### src/rtl/mips_mem_pkg.sv
// Shared definitions for the data-memory access unit.
//   DATA_W    : data word width (fixed at 32; byte lanes derive from it)
//   size_e    : request size encodings SZ_BYTE / SZ_HALF / SZ_WORD
//   state_e   : access FSM states IDLE / RD / WR / DONE
//   norm_size : maps the reserved size code 2'b11 onto SZ_WORD
package mips_mem_pkg;

  localparam int unsigned DATA_W = 32;

  typedef enum logic [1:0] {
    SZ_BYTE = 2'b00,
    SZ_HALF = 2'b01,
    SZ_WORD = 2'b10
  } size_e;

  typedef enum logic [1:0] {
    IDLE,
    RD,
    WR,
    DONE
  } state_e;

  function automatic size_e norm_size(input logic [1:0] s);
    return (s == 2'b11) ? SZ_WORD : size_e'(s);
  endfunction

endpackage

### src/rtl/mem_lane_align.sv
// Combinational big-endian byte-lane helper, shared by the load path and the
// read-modify-write store path.
//   word      in  : memory word (fresh read data or the captured RMW word)
//   wdata     in  : store data, LSBs used for byte/half
//   size      in  : access size
//   offset    in  : byte offset within the word (0 selects bits [31:24])
//   sign_ext  in  : sign-extend the extracted lane
//   load_data out : right-justified, sign/zero-extended lane
//   merged    out : word with the selected lane(s) replaced by wdata
module mem_lane_align
  import mips_mem_pkg::*;
(
  input  logic [DATA_W-1:0] word,
  input  logic [DATA_W-1:0] wdata,
  input  size_e             size,
  input  logic [1:0]        offset,
  input  logic              sign_ext,
  output logic [DATA_W-1:0] load_data,
  output logic [DATA_W-1:0] merged
);

  logic [4:0]        sh;
  logic [DATA_W-1:0] lane;
  logic [DATA_W-1:0] mask;

  always_comb begin
    sh        = '0;
    mask      = '1;
    lane      = '0;
    load_data = word;
    merged    = wdata;
    // Big-endian: lane shift is (3 - offset) bytes, i.e. the inverted offset.
    unique case (size)
      SZ_BYTE: sh = {~offset, 3'b000};
      SZ_HALF: sh = {~offset[1], 4'b0000};
      default: sh = '0;
    endcase
    lane = word >> sh;
    unique case (size)
      SZ_BYTE: begin
        mask      = {{(DATA_W-8){1'b0}}, 8'hFF};
        load_data = {{(DATA_W-8){sign_ext & lane[7]}}, lane[7:0]};
      end
      SZ_HALF: begin
        mask      = {{(DATA_W-16){1'b0}}, 16'hFFFF};
        load_data = {{(DATA_W-16){sign_ext & lane[15]}}, lane[15:0]};
      end
      default: begin
        mask      = '1;
        load_data = word;
      end
    endcase
    merged = (word & ~(mask << sh)) | ((wdata & mask) << sh);
  end

endmodule

### src/rtl/mem_access_unit.sv
// Data-memory initiator: one load/store at a time, sub-word stores done as
// read-modify-write against a word-indexed memory with combinational read.
// Optional build macro: LSU_ALIGN_CHECK_EN (misaligned half/word accesses are
// rejected with resp_err instead of being forced aligned).
//   clk, reset                 : clock, synchronous active-high reset
//   req_valid/req_ready        : request handshake (ready only in IDLE)
//   req_write/size/signed/addr/wdata : request fields
//   resp_done/resp_rdata/resp_err    : completion pulse, load result, misalign flag
//   address/write_Data/memRead/memWrite/read_Data : memory interface
module mem_access_unit #(
  parameter int unsigned ADDR_W = 6,
  parameter int unsigned DATA_W = 32
) (
  input  logic              clk,
  input  logic              reset,
  input  logic              req_valid,
  output logic              req_ready,
  input  logic              req_write,
  input  logic [1:0]        req_size,
  input  logic              req_signed,
  input  logic [31:0]       req_addr,
  input  logic [DATA_W-1:0] req_wdata,
  output logic              resp_done,
  output logic [DATA_W-1:0] resp_rdata,
  output logic              resp_err,
  output logic [31:0]       address,
  output logic [DATA_W-1:0] write_Data,
  output logic              memRead,
  output logic              memWrite,
  input  logic [DATA_W-1:0] read_Data
);

  import mips_mem_pkg::*;

  state_e            state_q, state_d;
  logic              write_q, signed_q;
  size_e             size_q;
  logic [ADDR_W+1:0] addr_q;
  logic [DATA_W-1:0] wdata_q, word_q, rdata_q;

  size_e             req_size_n;
  logic              accept;
  logic              misalign;
  logic [ADDR_W+1:0] addr_in;
  logic [DATA_W-1:0] lane_word, load_data, merged;

  // Upper address bits are intentionally discarded: the index wraps.
  logic unused_addr_hi;
  assign unused_addr_hi = ^req_addr[31:ADDR_W+2];

  assign req_size_n = norm_size(req_size);
  assign accept     = (state_q == IDLE) && req_valid;

  always_comb begin
    misalign = 1'b0;
    addr_in  = req_addr[ADDR_W+1:0];
`ifdef LSU_ALIGN_CHECK_EN
    misalign = ((req_size_n == SZ_HALF) && req_addr[0]) ||
               ((req_size_n == SZ_WORD) && (req_addr[1:0] != 2'b00));
`else
    if (req_size_n == SZ_HALF) addr_in[0]   = 1'b0;
    if (req_size_n == SZ_WORD) addr_in[1:0] = 2'b00;
`endif
  end

  always_comb begin
    state_d = state_q;
    unique case (state_q)
      IDLE: begin
        if (req_valid) begin
          if (misalign)                               state_d = DONE;
          else if (req_write && req_size_n == SZ_WORD) state_d = WR;
          else                                        state_d = RD;
        end
      end
      RD:      state_d = write_q ? WR : DONE;
      WR:      state_d = DONE;
      DONE:    state_d = IDLE;
      default: state_d = IDLE;
    endcase
  end

`ifdef LSU_ALIGN_CHECK_EN
  logic err_q;
  always_ff @(posedge clk) begin
    if (reset)       err_q <= 1'b0;
    else if (accept) err_q <= misalign;
  end
  assign resp_err = (state_q == DONE) && err_q;
`else
  assign resp_err = 1'b0;
`endif

  always_ff @(posedge clk) begin
    if (reset) begin
      state_q  <= IDLE;
      write_q  <= 1'b0;
      signed_q <= 1'b0;
      size_q   <= SZ_BYTE;
      addr_q   <= '0;
      wdata_q  <= '0;
      word_q   <= '0;
      rdata_q  <= '0;
    end else begin
      state_q <= state_d;
      if (accept) begin
        write_q  <= req_write;
        signed_q <= req_signed;
        size_q   <= req_size_n;
        addr_q   <= addr_in;
        wdata_q  <= req_wdata;
      end
      if (state_q == RD) begin
        word_q <= read_Data;
        if (!write_q) rdata_q <= load_data;
      end
    end
  end

  // Load extraction works on live read data; the RMW merge uses the captured word.
  assign lane_word = (state_q == RD) ? read_Data : word_q;

  mem_lane_align u_align (
    .word      (lane_word),
    .wdata     (wdata_q),
    .size      (size_q),
    .offset    (addr_q[1:0]),
    .sign_ext  (signed_q),
    .load_data (load_data),
    .merged    (merged)
  );

  assign req_ready  = (state_q == IDLE);
  assign resp_done  = (state_q == DONE);
  assign resp_rdata = rdata_q;
  assign memRead    = (state_q == RD);
  assign memWrite   = (state_q == WR);
  assign address    = {{(32-ADDR_W){1'b0}}, addr_q[ADDR_W+1:2]};
  assign write_Data = (state_q != WR)      ? '0 :
                      (size_q == SZ_WORD)  ? wdata_q : merged;

endmodule
### config.mk
export PLATFORM = sky130hd
export DESIGN_NAME = mem_access_unit
export DESIGN_NICKNAME = d
export VERILOG_FILES = /design/src/rtl/mips_mem_pkg.sv /design/src/rtl/mem_lane_align.sv /design/src/rtl/mem_access_unit.sv
export SDC_FILE = /design/constraint.sdc
export NUM_CORES = 1
export LEC_CHECK = 0
export ABC_AREA = 1
export ABC_CLOCK_PERIOD_IN_PS = 2000
export BUFFER_PORTS_ARGS = -buffer_cell sky130_fd_sc_hd__buf_2
export CORE_ASPECT_RATIO = 1.5
export CORE_MARGIN = 10
export CORE_UTILIZATION = 46
export DETAILED_ROUTE_END_ITERATION = 16
export PLACE_DENSITY_LB_ADDON = 0.15
export SLEW_MARGIN = 20
export SYNTH_ARGS = -nofsm -noshare
export SYNTH_HDL_FRONTEND = slang
export SYNTH_HIERARCHICAL = 1
export SYNTH_SLANG_ARGS = --single-unit
### constraint.sdc
create_clock -name clk -period 2 [get_ports clk]
set_input_delay 0.4 -clock clk [delete_from_list [all_inputs] [get_ports clk]]
set_output_delay 0.4 -clock clk [all_outputs]
set_load 0.1 [all_outputs]
==> impl_results.md, run 1 <==
* Run status: complete, but fails checks
* Violated checks: setup timing
* Count of max-cap constraint violations at 0
* Hold-fix buffers, CTS at 0
* Fraction of final layout cells with drive strength greater than 1 at 43.7%
* CTS H-tree lvls at 3
* Metal2 WL at ~12000 um
* Switching power summed over all nets at 0.00431 W
* Synthesized area per cell at 6.34 um^2
* DRC violations left at 0
* Antenna violations before repair at 0
* Most numerous cell on the critical path: buf_12
* Cell area after synthesis at 6100 um^2
* Post-synthesis simple-gate area fraction at approximately a third
* Leading cell types in the layout, fill and taps excluded: 304 x nand2_1, 116 x buf_2, 112 x a21oi_1
* Last weighted congestion value of the routability-driven placer at slightly below 1
* Share of synthesized area occupied by flip-flops and latches at between 30% and 40%
* CTS root buffer: clkbuf_16
* GRT Overall Usage at about a quarter
* CTS tree: done
* Largest stage delay on the critical path at between 300 and 400 ps
* Detailed-route via count at around 7300
* Hold path startpoint: req_addr[2]
* Top routing layer in use: met4
* Clock Sinks at between 100 and 150
* Mapped Cells at approximately 960
* Share of cell area taken by muxes after synthesis at less than 1%
* Synthesis-to-finish area growth at 58.5%
* Synth unique cells at 31
* Depth of the worst register-to-register path at 16
* Standard-cell rows at 51
* Number of diodes added for antenna fixing at 0
* Portion of the clock cycle consumed by the worst path in the final layout at 124%
* Main area contributors after synthesis: dfxtp_1 36%, nand2_1 24%, a21oi_1 10%, buf_4 4.6%, nor2_1 4.5%
* Met1 wire length at between 8000 and 9000 um
* Starting density of the core at 46.9%
* Synth Warn # at 6
* Design internal power at 0.00502 W
* Xor/xnor share of the synthesized area at 0%
* Horizontal die dimension at between 100 and 150 um
* Post-synth ARST share at 0%
* Number of global-route vias before repair at around 6900
* Part of the power in registers at roughly 28%
* Largest net degree at the start of global routing at 46
* Part of the power in combinational logic at 54.0%
* Via/cell ratio at between 5 and 6
* Fillcell total at roughly 1100
* DR WL met3 at 1970 um
* Wire length of the first global-routing pass at 35700 um
* Worst min-delay path category: input pin to register
* CTS Buf Count at 9
* Finished Layout Cells at about 1300
* Placed wire-length estimate after detailed placement at between 15000 and 20000 um
* Clock Skews at 11.0 ps
* Number of flip-flops and latches in the synthesized netlist at 110
* Placed Instances at 1296
* Dominant cell type by area after synthesis: dfxtp_1
* Wire per inst at approximately 18 um
* Source of the critical timing path: state_q[1]$_SDFFE_PP0P_
* Die outline height at between 150 and 200 um
* Final setup violating endpoints at between 50 and 60
* Area of the die at ~18000 um^2
* Number of pins exceeding their max-slew limit in the final report at 0
* Final worst-path setup slack at -475 ps
* Number of top-level pins at 204
* Final worst path period need at between 2000 and 2500 ps
* Launch point of the worst reg-to-reg path: state_q[1]$_SDFFE_PP0P_
* Data arrival at the endpoint of the critical path at around 2100 ps
* Worst skew pair latency at approximately 350 ps
* Area of the placeable core at between 10000 and 15000 um^2
* Fraction of the mapped netlist area in compound gates at approximately 17%
* Number of hold violations in the final report at 0
* IR drop worst, VDD at ~0.62 mV
* Clock Power Share at between 15 and 20%
* Total grt overflow at 0
* Critical path class: register to output port
* Count of antenna-violating nets left after detailed routing at 0
* Adder and majority gate portion of the synthesized area at 0.821%
* Port buffer count at between 150 and 200
* Number of enable-type register cells in the synthesized netlist at 0
* Switching Fraction at between 40% and 50%
* F_max at 0.404 GHz
* Most common cell after layout, fill and taps aside: nand2_1
* NumNets Final at roughly 1300
* Maximum fanout along the worst path at 8
* Main flop type after synthesis: dfxtp_1
* Final cell utilization of the core at between 70% and 80%
* Power per cell area at 965 nW/um^2
* CP startpoint kind: register
* Smallest hold slack at 287 ps
* Unrepaired setup endpoints after global routing: true
* First-pass DRT Iterations at 7
* Largest family of logic cells by synthesized area: simple AND/OR/NAND/NOR gates
* Critical path required time at 1600 ps
* Clock transition at the register clock pins on the worst setup and hold paths after CTS at 80 ps
* Critical-path cell list: inv_2, ha_4, buf_12, clkinv_8, buf_12, nand2_4, nand2_4, nand2_1, nand3_1, o21ai_2, nor2_4, buf_12
* Area share of the largest cell type after synthesis at 36.1%
* Wire length after detailed routing at approximately 24000 um
* DR iter-0 viols at about 630
* Hold path depth at 3
* Slowest stage cell, crit path: dfxtp_2
* Static Leak at about 4.4 nW
* Number of buffers on the longest clock path at 2
* Critical path endpoint category: output port
state kept, by name, summed over array words and instances (netlist names):
name,count
size_q,2
signed_q,1
write_q,1
state_q,2
word_q,32
addr_q,8
resp_rdata,32
wdata_q,32
critical path: cells and delay by family (launching register included):
kind | cells | cell delay [ps]
compound gates | 1 | 200
flops | 1 | 320
simple gates | 5 | 430
buf+inv | 5 | 610
fa+ha+maj | 1 | 150
power groups by stage:
stage	clock network, W	registers (W)	logic (W)
4_1_cts	0.00173	0.00255	0.00445
3_5_place_dp	0	0.00259	0.00410
2_1_floorplan	0	0.00283	0.00259
5_1_grt	0.00181	0.00260	0.00530
3_3_place_gp	0	0.00259	0.00408
6_report	0.00171	0.00258	0.00503
final cells by class:
class | instances | area (um^2) | share of cell area, %
Tap cell | 159 | 199 | 2.06
Sequential cell | 110 | 2210 | 22.9
Timing Repair inverter | 1 | 6.26 | 0.0647
Timing Repair Buffer | 273 | 2460 | 25.4
Inverter | 32 | 136 | 1.41
Clock buffer | 11 | 233 | 2.41
Multi-Input combinational cell | 755 | 4380 | 45.3
Clock inverter | 5 | 43.8 | 0.453
per-stage QoR:
step                      instance area (um^2)  worst slack (ps)  total power (W)  setup TNS, ps
after global routing                      9670              -565          0.00972         -19900
after global placement                    8250              -232          0.00667          -4070
after floorplan                           6610              -361          0.00542         -14780
after CTS                                 8970              -415          0.00873         -13590
after detailed placement                  8250              -297          0.00669          -5950
final                                     9670              -475          0.00933         -14460
kinds of logic (layout without fill, tap and decap cells):
kind of cell             after synthesis  after routing
AND/OR/NAND/NOR                      529            530
AO/OA/AOI/OAI                        193            193
buffers and inverters                124            322
flip-flops                           110            110
adder cells (fa/ha/maj)                4              4
other                                  1             27
multiplexers                           1              1
worst paths after layout:
check / to / slack (ps)
max: write_Data[30] / -480
min: addr_q[2]$_SDFFE_PP0P_ / 290
max reg2reg: resp_rdata[29]$_SDFFE_PP0P_ / -120
min reg2reg: resp_rdata[27]$_SDFFE_PP0P_ / 460
timing repair:
action / CTS / global route
resized for setup: 87 / 138
buffers inserted: 12 / 14
pin swaps: 52 / 68
endpoints found under the setup margin: 55 / 60
cloned: 4 / 4
cells in the mapped netlist (2+ instances only):
| cell type | number |
|---|---|
| a21oi_1 | 123 |
| nor2_1 | 73 |
| buf_2 | 26 |
| buf_4 | 37 |
| o211ai_1 | 9 |
| o21ai_0 | 43 |
| ha_1 | 4 |
| dfxtp_1 | 110 |
| inv_1 | 27 |
| buf_1 | 2 |
| nand2_4 | 2 |
| a211oi_1 | 2 |
| clkbuf_1 | 19 |
| inv_2 | 4 |
| buf_6 | 8 |
| nand2_2 | 2 |
| nand2_1 | 392 |
| o21ai_1 | 6 |
| nor2_4 | 3 |
| nand3_1 | 52 |
| o22ai_1 | 8 |
routing by layer:
layer | vias up | GRT usage [%]
met5 | - | 0
met4 | 0 | 10.1
met3 | 94 | 5.78
met2 | 348 | 42.3
met1 | 3326 | 26.7
li1 | 3486 | -
Note: power is estimated with default switching activity, not from simulation.
==> run 2, diff against run 1 <==
- CELL_PAD_IN_SITES_DETAIL_PLACEMENT: not set -> 1
- CELL_PAD_IN_SITES_GLOBAL_PLACEMENT: not set -> 2
- CORE_UTILIZATION: 46 -> 24
- GPL_ROUTABILITY_DRIVEN: not set -> 0
- SYNTH_HIERARCHICAL: 1 -> not set
==> run 2 against run 1 <==
  * The flow still finishes with violations (setup timing)
  * Via count decreased by 12%
  * Fmax up 0.80%
  * Synthesized area fell by 5.7%
  * Final cell count is 3.1% higher
  * Critical path type unchanged
  * Highest routed layer unchanged
==> impl_results.md, run 2 <==
* Run status: complete, but fails checks
* Violated checks: setup timing
* Total Neg Setup Slack at -15950 ps (-1490 ps)
* CTS H-tree lvls at 3 (unchanged)
* Antenna violations before repair at 0 (unchanged)
* Commonest cells post-synth: 199 x nand2_1, 110 x dfxtp_1, 106 x nor2_1
* Synth unique cells at 34 (+9.7%)
* Worst skew pair latency at 370 ps (+20 ps)
* Number of enable-type register cells in the synthesized netlist at 0 (unchanged)
* Worst slack at placement at -192 ps (+105 ps)
* Hold path depth at 3 (unchanged)
* Number of diodes added for antenna fixing at 0 (unchanged)
* CTS tree: done
* DRC violations left at 0 (unchanged)
* Maximum fanout along the worst path at 5 (-3)
* Post-synth ARST share at 0% (unchanged)
* Final worst path period need at 2460 ps (-19.6 ps)
* GRT Overall Usage at 17.5% (-6.6 points)
* Clock Sinks at 110 (unchanged)
* NumNets Final at 1171 (-9.2%)
* Number of hold violations in the final report at 0 (unchanged)
* CTS root buffer: clkbuf_16
* Wire length of the first global-routing pass at 41400 um (+16%)
* Total grt overflow at 0 (unchanged)
* Area share of the largest cell type after synthesis at 38.3% (+2.2 points)
* Horizontal die dimension at 146 um (+28%)
* Smallest hold slack at 273 ps (-13.7 ps)
* Register area at 2210 um^2 (+0.11%)
* Endpoint of the most critical register-to-register path: resp_rdata[16]$_SDFFE_PP0P_
* CTS Buf Count at 9 (unchanged)
* Portion of the clock cycle consumed by the worst path in the final layout at 123% (-0.98 points)
* Number of global-route vias before repair at 6875 (-0.26%)
* Synth Warn # at 0 (-6)
* Worst min-delay path endpoint: addr_q[7]$_SDFFE_PP0P_
* Cell Area, Placed at 8270 um^2 (+0.26%)
* Number of top-level pins at 204 (unchanged)
* Area of the placeable core at 23700 um^2 (+82%)
* Critical-path cell list: inv_4, ha_4, buf_12, buf_16, buf_6, nand2_4, nand2_4, nand2_4, a21oi_4, buf_12
* Mapped Cells at 832 (-14%)
* Hold path startpoint: req_addr[7]
* Worst R2R Setup Slack at -220 ps (-100 ps)
* Fillcell total at 2818 (+170%)
* Buffer and inverter count on the worst path at 5 (unchanged)
* Unrepaired setup endpoints after global routing: true
* Slowest stage cell, crit path: dfxtp_4
* Clock transition at the register clock pins on the worst setup and hold paths after CTS at 80 ps (about the same)
* Cell area after synthesis at 5750 um^2 (-5.7%)
* Number of pins exceeding their max-slew limit in the final report at 0 (unchanged)
* Dominant cell type by area after synthesis: dfxtp_1
* Number of flip-flops and latches in the synthesized netlist at 110 (unchanged)
* Synthesized area per cell at 6.91 um^2 (+9.1%)
* Standard-cell rows at 69 (+35%)
* Critical path endpoint category: output port
* Wire length after detailed routing at 27500 um (+13%)
* Data arrival at the endpoint of the critical path at 2060 ps (-20 ps)
* Most common cell after layout, fill and taps aside: buf_2
* Starting density of the core at 24.3% (-23 points)
* Main area contributors after synthesis: dfxtp_1 38%, nand2_1 13%, nor2_1 6.9%, a21oi_1 5.6%, o21ai_0 5.4%
* Power per cell area at 1860 nW/um^2 (+93%)
* Clock Skews at 9.33 ps (-1.66 ps)
* Detailed-route via count at 6353 (-12%)
* First-pass DRT Iterations at 4 (-3)
* Count of max-cap constraint violations at 0 (unchanged)
* Main flop type after synthesis: dfxtp_1
* Largest net degree at the start of global routing at 63 (+37%)
* Largest stage delay on the critical path at 360 ps (+40 ps)
* Worst min-delay path category: input pin to register
* Pin slew with the least headroom to its limit at about 630 ps
* Leading cell types in the layout, fill and taps excluded: 117 x buf_2, 106 x dfxtp_1, 105 x nor2_1
* Critical path required time at 1600 ps (about the same)
* Fin area at 10100 um^2 (+4.7%)
* F_max at 0.407 GHz (+0.80%)
* Source of the critical timing path: state_q[1]$_SDFFE_PP0P_
* Static Leak at 4.52 nW (+3.1%)
* Number of buffers on the longest clock path at 2 (unchanged)
* Launch point of the worst reg-to-reg path: state_q[1]$_SDFFE_PP0P_
* IR drop worst, VDD at 0.733 mV (+19%)
* Depth of the worst register-to-register path at 17 (+1)
* Placed wire-length estimate after detailed placement at 20600 um (+21%)
* Final cell utilization of the core at 42.8% (-31 points)
* Final worst-path setup slack at -456 ps (+19.6 ps)
* Multi-input gate area in the final layout at 4200 um^2 (-4.1%)
* Final setup violating endpoints at 57 (+1.8%)
* Fraction of final layout cells with drive strength greater than 1 at 50.8% (+7.1 points)
* DR iter-0 viols at 290 (-54%)
* Wire per inst at 19.8 um (+9.4%)
* Die outline height at 210 um (+30%)
* Hold-fix buffers, CTS at 0 (unchanged)
* Top Family by Delay on Critical Path: buffers and inverters
* Most numerous cell on the critical path: nand2_4
* Port buffer count at 152 (unchanged)
* Relative slew margins at roughly three fifths
* Share of synthesized area occupied by flip-flops and latches at 38.3% (+2.2 points)
* Synthesis-to-finish area growth at 75.9%
* Count of antenna-violating nets left after detailed routing at 0 (unchanged)
* Via/cell ratio at 4.58 (-15%)
* CP startpoint kind: register
* Area of the die at 30700 um^2 (+67%)
* Critical path class: register to output port
* Most common cell in the synthesized netlist: nand2_1
run 2: changes by cell type after synthesis, sizes merged, moves of 13 or more:
| cell | previous run | this run |
|---|---|---|
| inv | 31 | 63 |
| buf | 73 | 60 |
| nand3 | 52 | 67 |
| nand2 | 396 | 202 |
| a21oi | 123 | 68 |
| o21ai | 50 | 63 |
| nor2 | 77 | 113 |
run 2: worst min-delay path: cells and delay by family:
family          cells  cell delay, ps
buf+inv             1              70
compound gates      1              70
simple gates        1              70
run 2: worst max-delay path by stage:
stage	slack [ps]	cells past startpoint	end
floorplan	-700	9	write_Data[0]
global placement	-160	10	write_Data[27]
detailed placement	-190	10	write_Data[27]
CTS	-440	10	write_Data[9]
global route	-490	10	write_Data[11]
finish	-460	10	write_Data[11]
run 2: power by group:
part	total, W	switching [W]	internal (W)
sequential	0.00332	0.000448	0.00287
combinational	0.0133	0.00873	0.00461
clock	0.00217	0.000914	0.00126
run 2: per-stage QoR:
stage / power [W] / instances
2_1_floorplan: 0.0106 / 858
3_5_place_dp: 0.0142 / 1337
4_1_cts: 0.0181 / 1381
6_report: 0.0188 / 1388
3_3_place_gp: 0.0141 / 1337
5_1_grt: 0.0198 / 1388
run 2: cell type report:
class	instances	area share, %
inverters	65	3.08
flip-flops and latches	110	21.9
multi-input cells	598	41.5
well taps	319	3.94
clock buffers	10	2.36
repair buffers	280	26.2
clock inverters	6	1.08
run 2: what timing repair did:
action | 4_1_cts | 5_1_grt
buffers inserted | 22 | 9
pin swaps | 56 | 50
endpoints found under the setup margin | 63 | 61
gates resized for setup | 163 | 128
cloned | 7 | 2
run 2: per-layer routing:
layer | GRT usage (%) | routed length (um) | vias up
met5 | 0 | 0 | -
met2 | 32.7 | 15100 | 161
met4 | 5.54 | 542 | 0
li1 | - | - | 3126
met1 | 19.2 | 10700 | 3042
met3 | 3.57 | 1240 | 24
run 2: cell families after synthesis:
family                   count (synthesis)  share of synthesized area (%)
adder cells (fa/ha/maj)                  4                          0.870
AND/OR/NAND/NOR                        383                           28.6
flip-flops                             110                           38.3
buffers and inverters                  151                           13.5
AO/OA/AOI/OAI                          183                           18.6
other                                    1                         0.0652
==> run 3, diff against run 2 <==
- CORE_MARGIN: 10 -> not set
- CTS_BUF_LIST: not set -> sky130_fd_sc_hd__clkbuf_4 sky130_fd_sc_hd__clkbuf_8
- SLEW_MARGIN: 20 -> not set
==> run 3 against run 2 <==
  * The flow still finishes with violations (setup timing)
  * Critical path depth rose by 1
  * Fmax increased by 0.83%
  * Combinational power down 8%
  * Sequential cell count stayed put
  * Via count is 1.4% lower
  * Design area fell by 7.4%
  * Count of clock-buffer cells in the layout did not move
  * Clock skew grew 3.6 ps
  * Worst hold slack worse by 37 ps
  * Final cell count fell by 0.79%
  * Global-route usage up 3.8 points
  * Largest cell class unchanged
==> impl_results.md, run 3 (synthesized netlist as in run 2, its figures left out) <==
* Area of the placeable core at 23600 um^2 (-0.36%)
* Largest net degree at the start of global routing at 63 (unchanged)
* CTS H-tree lvls at 3 (unchanged)
* F_max at 0.411 GHz (+0.83%)
* Starting density of the core at 24.4% (+0.089 points)
* Part of the power in combinational logic at 72.7% (+1.9 points)
* Clock Skews at 13.0 ps (+3.63 ps)
* Slowest stage cell, crit path: dfxtp_4
* Depth of the worst register-to-register path at 16 (-1)
* Largest stage delay on the critical path at 370 ps (about the same)
* First-pass DRT Iterations at 4 (unchanged)
* Placed wire-length estimate after detailed placement at 18900 um (-7.9%)
* Synthesis-to-finish area growth at 62.9%
* Number of hold violations in the final report at 0 (unchanged)
* IR drop worst, VDD at 0.644 mV (-12%)
* Power per cell area at 1810 nW/um^2 (-3.0%)
* Count of antenna-violating nets left after detailed routing at 0 (unchanged)
* Total grt overflow at 0 (unchanged)
* Fillcell total at 2791 (-0.96%)
* CTS Buf Count at 9 (unchanged)
* Violated checks: setup timing
* Worst min-delay path endpoint: wdata_q[15]$_SDFFE_PP0P_
* Multi-input gate area in the final layout at 3820 um^2 (-9.0%)
* Relative slew margins at 59.5% (+1.3 points)
* Endpoint of the most critical register-to-register path: resp_rdata[9]$_SDFFE_PP0P_
* Number of pins exceeding their max-slew limit in the final report at 0 (unchanged)
* Worst R2R Setup Slack at -80 ps (+140 ps)
* Worst skew pair latency at 400 ps (+30 ps)
* Hold path startpoint: req_wdata[15]
* Wire length of the first global-routing pass at 38500 um (-7.0%)
* Number of diodes added for antenna fixing at 0 (unchanged)
* Critical path class: register to output port
* Final setup violating endpoints at 52 (-8.8%)
* Smallest hold slack at 237 ps (-36.9 ps)
* Worst slack at placement at -179 ps (+13.2 ps)
* Overall power of the completed layout at 0.0169 W (-10%)
* Port buffer count at 152 (unchanged)
* Leading cell types in the layout, fill and taps excluded: 117 x buf_2, 106 x nor2_1, 105 x dfxtp_1
* Final worst-path setup slack at -436 ps (+20.1 ps)
* Portion of the clock cycle consumed by the worst path in the final layout at 122% (-1.0 points)
* Register area at 2210 um^2 (about the same)
* Switching power summed over all nets at 0.00951 W (-5.8%)
* Critical path endpoint category: output port
* Critical-path cell list: inv_4, ha_4, buf_6, inv_8, buf_6, buf_6, nand2_2, nand2_2, nand2_2, a31oi_4, buf_12
* Hold path depth at 3 (unchanged)
* Area of the die at 24600 um^2 (-20%)
* Number of global-route vias before repair at 6489 (-5.6%)
* CTS tree: done
* Wire length after detailed routing at 25200 um (-8.4%)
* Most common cell after layout, fill and taps aside: buf_2
* Via/cell ratio at 4.55 (-0.64%)
* DR iter-0 viols at 187 (-36%)
* Run status: complete, but fails checks
* Number of buffers on the longest clock path at 2 (unchanged)
* Wire per inst at 18.3 um (-7.7%)
* Horizontal die dimension at 128 um (-12%)
* GRT Overall Usage at 21.3% (+3.8 points)
* Clock Sinks at 110 (unchanged)
* Switching Fraction at 56.2% (+2.7 points)
* Final cell utilization of the core at 39.8% (-3.0 points)
* Launch point of the worst reg-to-reg path: state_q[1]$_SDFFE_PP0P_
* CTS root buffer: clkbuf_8
* Pin slew with the least headroom to its limit at 607 ps (-20.0 ps)
* Final worst path period need at 2440 ps (-20.1 ps)
* Data arrival at the endpoint of the critical path at 2040 ps (-20 ps)
* DRC violations left at 0 (unchanged)
* Hold-fix buffers, CTS at 0 (unchanged)
* Part of the power in registers at 19.5% (+1.9 points)
* Maximum fanout along the worst path at 6 (+1)
* Standard-cell rows at 69 (unchanged)
* Fraction of final layout cells with drive strength greater than 1 at 47.1% (-3.7 points)
* Static Leak at 4.08 nW (-9.9%)
* Number of top-level pins at 204 (unchanged)
* NumNets Final at 1160 (-0.94%)
* CP startpoint kind: register
* Critical path required time at 1600 ps (about the same)
* Total Neg Setup Slack at -12630 ps (+3330 ps)
* Clock Power Share at 7.8% (-3.7 points)
* Clock transition at the register clock pins on the worst setup and hold paths after CTS at 110 ps (+30 ps)
* Worst min-delay path category: input pin to register
* Count of max-cap constraint violations at 0 (unchanged)
* Design internal power at 0.00740 W (-15%)
* Detailed-route via count at 6262 (-1.4%)
* Unrepaired setup endpoints after global routing: true
* Die outline height at 192 um (-8.6%)
* Antenna violations before repair at 0 (unchanged)
-- run 3: changes by cell type in the layout (fill, tap and decap cells not counted), moves of 5 or more --
cell | before | now
o21ai_4 | 0 | 6
nand2_2 | 60 | 75
nand2_4 | 55 | 26
buf_8 | 5 | 0
o21ai_2 | 9 | 4
nand2_8 | 9 | 1
nand3_4 | 7 | 2
nand3_2 | 30 | 24
nand3_1 | 30 | 41
clkbuf_8 | 1 | 10
nand2_1 | 78 | 100
clkbuf_16 | 11 | 0
-- run 3: how the worst max path moves through the flow --
stage,from,end,cells past startpoint,slack (ps)
2_1_floorplan,state_q[1]$_SDFFE_PP0P_,write_Data[0],9,-700
3_3_place_gp,state_q[1]$_SDFFE_PP0P_,resp_rdata[0]$_SDFFE_PP0P_,10,-160
3_5_place_dp,state_q[1]$_SDFFE_PP0P_,write_Data[28],10,-180
4_1_cts,state_q[1]$_SDFFE_PP0P_,write_Data[19],11,-480
5_1_grt,state_q[1]$_SDFFE_PP0P_,write_Data[19],11,-530
6_report,state_q[1]$_SDFFE_PP0P_,write_Data[19],11,-440
-- run 3: through the flow --
stage / std cells / instance area (um^2)
after floorplan: 858 / 6370
after global placement: 1329 / 8210
after detailed placement: 1329 / 8210
after CTS: 1372 / 9100
after global routing: 1377 / 9370
final: 1377 / 9370
-- run 3: layout make-up --
cell class	instances	area share, %
Sequential cell	110	23.6
Tap cell	319	4.26
Clock buffer	10	1.47
Timing Repair Buffer	269	26.2
Clock inverter	6	0.387
Multi-Input combinational cell	598	40.8
Inverter	65	3.30
-- run 3: worst max-delay path: cells and delay by family, from the launching register on --
family,cells,cell delay [ps]
flops,1,370
fa+ha+maj,1,180
compound gates,1,230
buf+inv,6,660
simple gates,3,210
-- run 3: power by group through the flow --
stage / combinational (W) / clock [W] / sequential [W]
final: 0.0123 / 0.00132 / 0.00330
after global routing: 0.0130 / 0.00148 / 0.00338
after CTS: 0.0120 / 0.00140 / 0.00329
after detailed placement: 0.0107 / 0 / 0.00332
after global placement: 0.0107 / 0 / 0.00331
after floorplan: 0.00586 / 0 / 0.00477
-- run 3: metal layers --
| layer | global-route usage, % | part of all wire, % | wire length (um) | vias to the layer above |
|---|---|---|---|---|
| met5 | 0 | 0 | 0 | - |
| met4 | 8.14 | 2.7 | 690 | 0 |
| met3 | 3.12 | 3.4 | 868 | 28 |
| met2 | 39.9 | 55 | 13800 | 143 |
| met1 | 23.9 | 39 | 9900 | 2995 |
| li1 | - | - | - | 3096 |
-- run 3: timing repair --
action                     4_1_cts  5_1_grt
setup endpoints to repair       55       63
gates cloned                     6        0
pin swaps                       43       21
setup buffers                   22        7
gates resized for setup        125       64
